**src/rtl/seg_scan_display.sv**
```systemverilog
// Multiplexed 7-segment scanner: hex/BCD decode, dp, zero suppression, blink, PWM, double-buffered load.
// Latency: segment/enable registered one cycle after the div_cnt/scan_idx state they show.
// No backpressure: load is accepted every cycle; the newest staged data wins at the next frame wrap.
module seg_scan_display #(
  parameter int NUM_DIGITS = 8,
  parameter int DIV_W      = 16,
  parameter int BLINK_W    = 6
) (
  input  logic                    clk,
  input  logic                    rst,
  input  logic [4*NUM_DIGITS-1:0] digits,
  input  logic [NUM_DIGITS-1:0]   dp,
  input  logic                    load,
  input  logic                    hex_mode,
  input  logic                    lzs,
  input  logic [NUM_DIGITS-1:0]   blink_mask,
  input  logic [3:0]              brightness,
  output logic [7:0]              segment,
  output logic [NUM_DIGITS-1:0]   enable,
  output logic                    pending,
  output logic                    frame_tick
);

  localparam int IDX_W = (NUM_DIGITS > 1) ? $clog2(NUM_DIGITS) : 1;
  localparam logic [IDX_W-1:0] LAST_IDX = IDX_W'(NUM_DIGITS - 1);

  logic [DIV_W-1:0]        div_cnt;
  logic [IDX_W-1:0]        scan_idx;
  logic [BLINK_W-1:0]      frame_cnt;
  logic [4*NUM_DIGITS-1:0] stage_dig, act_dig;
  logic [NUM_DIGITS-1:0]   stage_dp, act_dp;

  logic slot_end, frame_wrap;
  assign slot_end   = &div_cnt;
  assign frame_wrap = slot_end && (scan_idx == LAST_IDX);

  // Slot timer, digit pointer and frame counter; frame_tick marks the first cycle of a new frame.
  always_ff @(posedge clk) begin
    if (rst) begin
      div_cnt    <= '0;
      scan_idx   <= '0;
      frame_cnt  <= '0;
      frame_tick <= 1'b0;
    end else begin
      div_cnt    <= div_cnt + DIV_W'(1);
      frame_tick <= frame_wrap;
      if (slot_end)
        scan_idx <= (scan_idx == LAST_IDX) ? '0 : scan_idx + IDX_W'(1);
      if (frame_wrap)
        frame_cnt <= frame_cnt + BLINK_W'(1);
    end
  end

  // Staging/active buffers: the active copy only changes at a frame wrap, so a frame never tears.
  // A load on the wrap cycle lands in staging after the old staging has moved to active.
  always_ff @(posedge clk) begin
    if (rst) begin
      stage_dig <= '0;
      stage_dp  <= '0;
      act_dig   <= '0;
      act_dp    <= '0;
      pending   <= 1'b0;
    end else begin
      if (frame_wrap && pending) begin
        act_dig <= stage_dig;
        act_dp  <= stage_dp;
        pending <= 1'b0;
      end
      if (load) begin
        stage_dig <= digits;
        stage_dp  <= dp;
        pending   <= 1'b1;
      end
    end
  end

  logic [3:0]            sel_val;
  logic                  sel_dp;
  logic [6:0]            seg7;
  logic [NUM_DIGITS-1:0] lz_blank;
  logic                  zero_run;
  logic                  blank;
  logic                  pwm_on;
  logic [7:0]            seg_nxt;
  logic [NUM_DIGITS-1:0] en_nxt;

  // Decode the selected active digit and work out blanking and the PWM-gated digit select.
  always_comb begin
    sel_val  = act_dig[{scan_idx, 2'b00} +: 4];
    sel_dp   = act_dp[scan_idx];
    lz_blank = '0;
    zero_run = lzs;
    for (int i = NUM_DIGITS - 1; i >= 1; i--) begin
      zero_run    = zero_run && (act_dig[4*i +: 4] == 4'd0);
      lz_blank[i] = zero_run;
    end
    case (sel_val)
      4'h0: seg7 = 7'b0000001;
      4'h1: seg7 = 7'b1001111;
      4'h2: seg7 = 7'b0010010;
      4'h3: seg7 = 7'b0000110;
      4'h4: seg7 = 7'b1001100;
      4'h5: seg7 = 7'b0100100;
      4'h6: seg7 = 7'b0100000;
      4'h7: seg7 = 7'b0001111;
      4'h8: seg7 = 7'b0000000;
      4'h9: seg7 = 7'b0000100;
      4'hA: seg7 = 7'b0001000;
      4'hB: seg7 = 7'b1100000;
      4'hC: seg7 = 7'b0110001;
      4'hD: seg7 = 7'b1000010;
      4'hE: seg7 = 7'b0110000;
      default: seg7 = 7'b0111000;
    endcase
    if (!hex_mode && (sel_val > 4'd9))
      seg7 = 7'b1111111;
    blank   = lz_blank[scan_idx] || (blink_mask[scan_idx] && frame_cnt[BLINK_W-1]);
    seg_nxt = blank ? 8'hFF : {seg7, ~sel_dp};
    pwm_on  = div_cnt[DIV_W-1 -: 4] < brightness;
    en_nxt  = '1;
    for (int i = 0; i < NUM_DIGITS; i++)
      en_nxt[i] = !(pwm_on && (scan_idx == IDX_W'(i)));
  end

  // Register segment and enable together so the pins change on the same edge.
  always_ff @(posedge clk) begin
    if (rst) begin
      segment <= 8'hFF;
      enable  <= '1;
    end else begin
      segment <= seg_nxt;
      enable  <= en_nxt;
    end
  end

endmodule

```
**config.mk**
```make
export PLATFORM = sky130hd
export DESIGN_NAME = seg_scan_display
export DESIGN_NICKNAME = d
export VERILOG_FILES = /design/src/rtl/seg_scan_display.sv
export SDC_FILE = /design/constraint.sdc
export NUM_CORES = 1
export LEC_CHECK = 0
export CAP_MARGIN = 20
export CORE_ASPECT_RATIO = 0.9
export CORE_MARGIN = 3
export CORE_UTILIZATION = 50
export CTS_BUF_LIST = sky130_fd_sc_hd__clkbuf_4 sky130_fd_sc_hd__clkbuf_8
export DETAILED_ROUTE_END_ITERATION = 8
export PLACE_DENSITY_LB_ADDON = 0.25
export SKIP_CTS_REPAIR_TIMING = 1
export SYNTH_ARGS = -nofsm -noshare
export SYNTH_HDL_FRONTEND = slang
export SYNTH_SLANG_ARGS = --single-unit
```
**constraint.sdc**
```tcl
create_clock -name clk -period 6.65 [get_ports clk]
set_input_delay 1.33 -clock clk [delete_from_list [all_inputs] [get_ports clk]]
set_output_delay 1.33 -clock clk [all_outputs]
set_load 0.005 [all_outputs]
```
== Word level (Yosys, flattened, before mapping) ==
Memory sizes are Yosys's and may differ from the RTL's. A register that Yosys moved wholly into a read port is not among the register bits.
Cells that the tools add are included.
Widths: inputs -> output; s select.
Word-level totals
  register bits after elaboration: 116
  ROM bits: 112
  output and inout bits: 18
  word-level logic and storage cells: 77
  memories: 1
Operators by class
  add/subtract/negate cells: 3
  order comparisons: 3
  equality and inequality tests: 7
  shift-type cells: 1
  mux-type cells: 9
  bitwise logic cells: 1
  reductions and logical operators: 41
Memories
  (name not given): words 16, width 7, rd ports 1, clocked after memory_dff 1, write ports 0, RTL line 97  | case (sel_val)
Operators by type and width (number)
  $shiftx 32x6->4: 1
  $logic_not 4->1: 7
  $logic_and 1x1->1: 19
  $add 16x1->16 const B: 1
  $reduce_and 16->1: 1
  $eq 3x3->1 const B: 4
  $bmux 1 s3: 3
  $logic_not 1->1: 9
  $add 6x1->6 const B: 1
  $eq 3x2->1 const B: 2
  $mux 1: 5
  $gt 4x4->1 const B: 1
  $lt 3x4->1 const B: 1
  $lt 4x4->1: 1
  $add 3x1->3 const B: 1
  $eq 3x1->1 const B: 1
  $logic_not 3->1: 1
  $mux 3: 1
  $reduce_or 3->1: 1
  $reduce_bool 2->1: 1
  $reduce_or 2->1: 1
  $logic_or 1x1->1: 1
  $not 1->1: 1

== Depth between registers and ports, before layout ==
  depth in word-level cells: 12
  depth in mapped cells: 11
  depth with buffers taken out: 9

== Worst setup path before layout ==
Ideal clock, no wire load.
  path type: input to register
  start point: in blink_mask[3]
  end point: reg segment[1]
  setup time: 146 ps
  arrival: 2462 ps
  required time: 6504 ps
  path slack: 4042 ps
  stages: 5
  buffers on the path: 0
  cell sequence: mux4_2 o22ai_1 o21bai_1 a221oi_4 o221ai_1
Between the ends
  cells in the longest elaborated chain, start to end: 5
Ends and longest elaborated chain
  start, declared: RTL line 16  | input logic [NUM_DIGITS-1:0] blink_mask,
  $bmux 1 s3: RTL line 117  | blank = lz_blank[scan_idx] || (blink_mask[scan_idx] && frame_cnt[BLINK_W-1]);
  $mux 1 (implied by the code): RTL line 117
  $logic_and 1x1->1: RTL line 117
  $logic_or 1x1->1: RTL line 117
  $reduce_or 3->1 (no source line)
  end, declared: RTL line 18  | output logic [7:0] segment,
No other way between the ends. The select of a mux whose other input is x is not followed.
A chain may end at the register's enable or synchronous reset.

== Final worst setup path ==
  start point: reg scan_idx[1]
  end point: reg segment[2]
Between the ends
  cells in the longest elaborated chain, start to end: 5
  elaborated cells between the ends (all ways): 10
Ends and longest elaborated chain
  start, declared: RTL line 28  | logic [IDX_W-1:0] scan_idx;
  start signal, assigned: RTL line 48  | scan_idx <= (scan_idx == LAST_IDX) ? '0 : scan_idx + IDX_W'(1);
  branches (longest 5 deep; another with $gt 4x4->1)
Parallel ways; which one is timed is not known. The select of a mux whose other input is x is not followed.

==> flow_summary.toml <==
[cts]
insertion_delay_ps = 430
h_tree_levels = 4
cts_tree = "yes"
clock_tree.buffer_depth = 2
cts_buffers = 17
clock_sink_count = 123
clk_transition_reported_paths_ps = 70
cts.root.buffer_cell = "clkbuf_8"

[cells_and_area]
area_growth_pct = 22.3
fin_util_pct = 64.4
nNetsFinal = 703
drive_above_1_share_pct = 8.14
number_of_antenna_cells_inserted = 0

[synthesis]
synth_nets = 638
synth.top_cells.by_count = "dfxtp_1, nand2_1, nor2_1, mux2i_1, a21oi_1"
synth_top_area_cell = "dfxtp_1"
synth-main-ff-cell = "dfxtp_1"
postSynthRegisterBits = 123
synth.most_common_cell = "dfxtp_1"
synth_edf_count = 0
yosys_warning_total = 0
fraction_of_registers_with_async_set_reset_pct = 0
synth_area_leaders = "dfxtp_1, mux2i_1, nand2_1, nor2_1, a21oi_1"
synthesis.instances = 564
count_of_unique_library_cells_instantiated_by_yosys = 49
yosysSeqAreaShare_pct = 47.2
synth_area_um2 = 5220
synthesis.area_per_instance_um2 = 9.26
yosys.area.top_type_share_pct = 47.2

[sta]
setup_viol = 0
fin_crit_sh_pct = 46.6
final_max_slew_viol_count = 0
rsz0062_at_grt = "no"
finalHoldViolCount = 0
worst_hold_slack_ps = 456
worst_clock_skew_ps = 10.9
setup-tns-final_ps = 0
worst_slew_margin_rel_pct = 48.3
maxClockFrequency_mhz = 323
period_minus_slack_ps = 3100
worst_pin_slew_ps = 775

[placed_design]
dpl.hpwl_um = 7650
port_buffers = 74
place.gp.congestion = 0.834

[worst_hold_path]
min_path_type = "reg -> reg"

[grt]
first_pass_grt_wire_length_um = 18800
initial_antenna_violation_count = 0
grt_use_total_pct = 20.0
first_global_vias = 3930
pin_count_of_the_biggest_net_entering_global_routing = 66
global_route.overflow_total = 0

[route]
vias = 4084
number_of_routed_nets_with_antenna_violations = 0
drt_iter0_markers = 144
wl_per_cell_um = 14.3
remaining_drc_errors = 0
route.final.wire_length_um = 11000
detailedRoute.firstPassIterationCount = 5
vias_per_cell = 5.34

[power_and_ir_drop]
design_power_total_mw = 1.47
cellLeakagePower_nw = 2.45
power-per-cell-area_nw_per_um2 = 231
ir_worst_vdd_v = 0.000153

[run]
timing.max_cap.violations = 0

[status]
status = "completed"

[die]
design.die.area_um2 = 11700
ioPinCount = 75
design.core.area_um2 = 9910
die_h_um = 103
row_count = 34
initial_core_util_pct = 52.7
die_outline_width_um = 114

[setup_path]
crit_arrival_ps = 3390
timing.critical_path.to_type = "flip-flop"
worstSetupPathType = "reg -> reg"
cp-start-kind = "flip-flop"
required_ps = 6940
cp_max_fo = 16
worst max-delay path: stages (launching register included):
cell and delay (ps):
dfxtp_1 830, inv_1 240, a2111oi_0 570, nor3_1 200
inv_1 170, ha_1 200, o21ai_0 150, a221oi_4 410
o221ai_1 180
layout make-up:
type | instances | area [µm²]
fill | 836 | 3530
clock buffer | 20 | 263
tap | 126 | 158
clock inverter | 9 | 100
timing repair buffer | 80 | 801
sequential | 123 | 2460
multi-input combinational | 395 | 2550
inverter | 12 | 45.0
power breakdown:
group          leakage, nW  switching (mW)  internal (mW)
combinational         1.26          0.0360         0.0549
sequential            1.00          0.0109          0.756
clock                0.187           0.274          0.341
cell usage in the layout (no fill, tap or decap), types with 9 or more instances in the layout:
cell / count
xnor2_1: 9
inv_1: 11
dfxtp_1: 123
clkbuf_8: 18
mux2i_1: 51
nand3_1: 20
xor2_1: 9
ha_1: 17
clkdlybuf4s50_1: 72
nand2_1: 98
nor2_1: 67
a21oi_1: 45
through the flow:
| step | setup WS (ps) | instances | cell area (µm²) |
|---|---|---|---|
| after CTS | 3570 | 763 | 6340 |
| after global placement | 3420 | 734 | 5980 |
| after detailed placement | 3400 | 734 | 5980 |
| after floorplan | 4040 | 564 | 5220 |
| after global routing | 3270 | 765 | 6380 |
| final | 3550 | 765 | 6380 |
state kept, by name, indices dropped and copies added (netlist names):
register and flops:
stage_dig 32, div_cnt 16, pending 1, scan_idx 3, frame_tick 1, stage_dp 8
segment 8, frame_cnt 6, act_dig 32, act_dp 8, enable 8
cells by family (layout without fill, tap and decap cells):
family | count (synthesis) | after routing | synth area share, %
simple gates | 227 | 227 | 18.9
flops | 123 | 123 | 47.2
compound gates | 69 | 69 | 8.10
mux | 64 | 64 | 14.8
buf+inv | 46 | 121 | 3.91
xor+xnor | 18 | 18 | 3.02
fa+ha+maj | 17 | 17 | 4.07
metal layers:
| layer | up-vias | part of all wire (%) | track usage (%) |
|---|---|---|---|
| li1 | 2062 | - | - |
| met1 | 1909 | 48 | 27.0 |
| met2 | 94 | 44 | 30.0 |
| met3 | 19 | 5.1 | 5.69 |
| met4 | 0 | 2.1 | 8.96 |
| met5 | - | 0 | 0 |
final timing paths:
path / start / end / slack [ps] / cells after the start
worst max-delay path: scan_idx[1] / segment[2] / 3550 / 8
worst min-delay path: stage_dig[3] / act_dig[3] / 460 / 2
worst max register to register: scan_idx[1] / segment[2] / 3550 / 8
worst min register to register: stage_dig[3] / act_dig[3] / 460 / 2
Note: power is estimated with default switching activity, not from simulation.
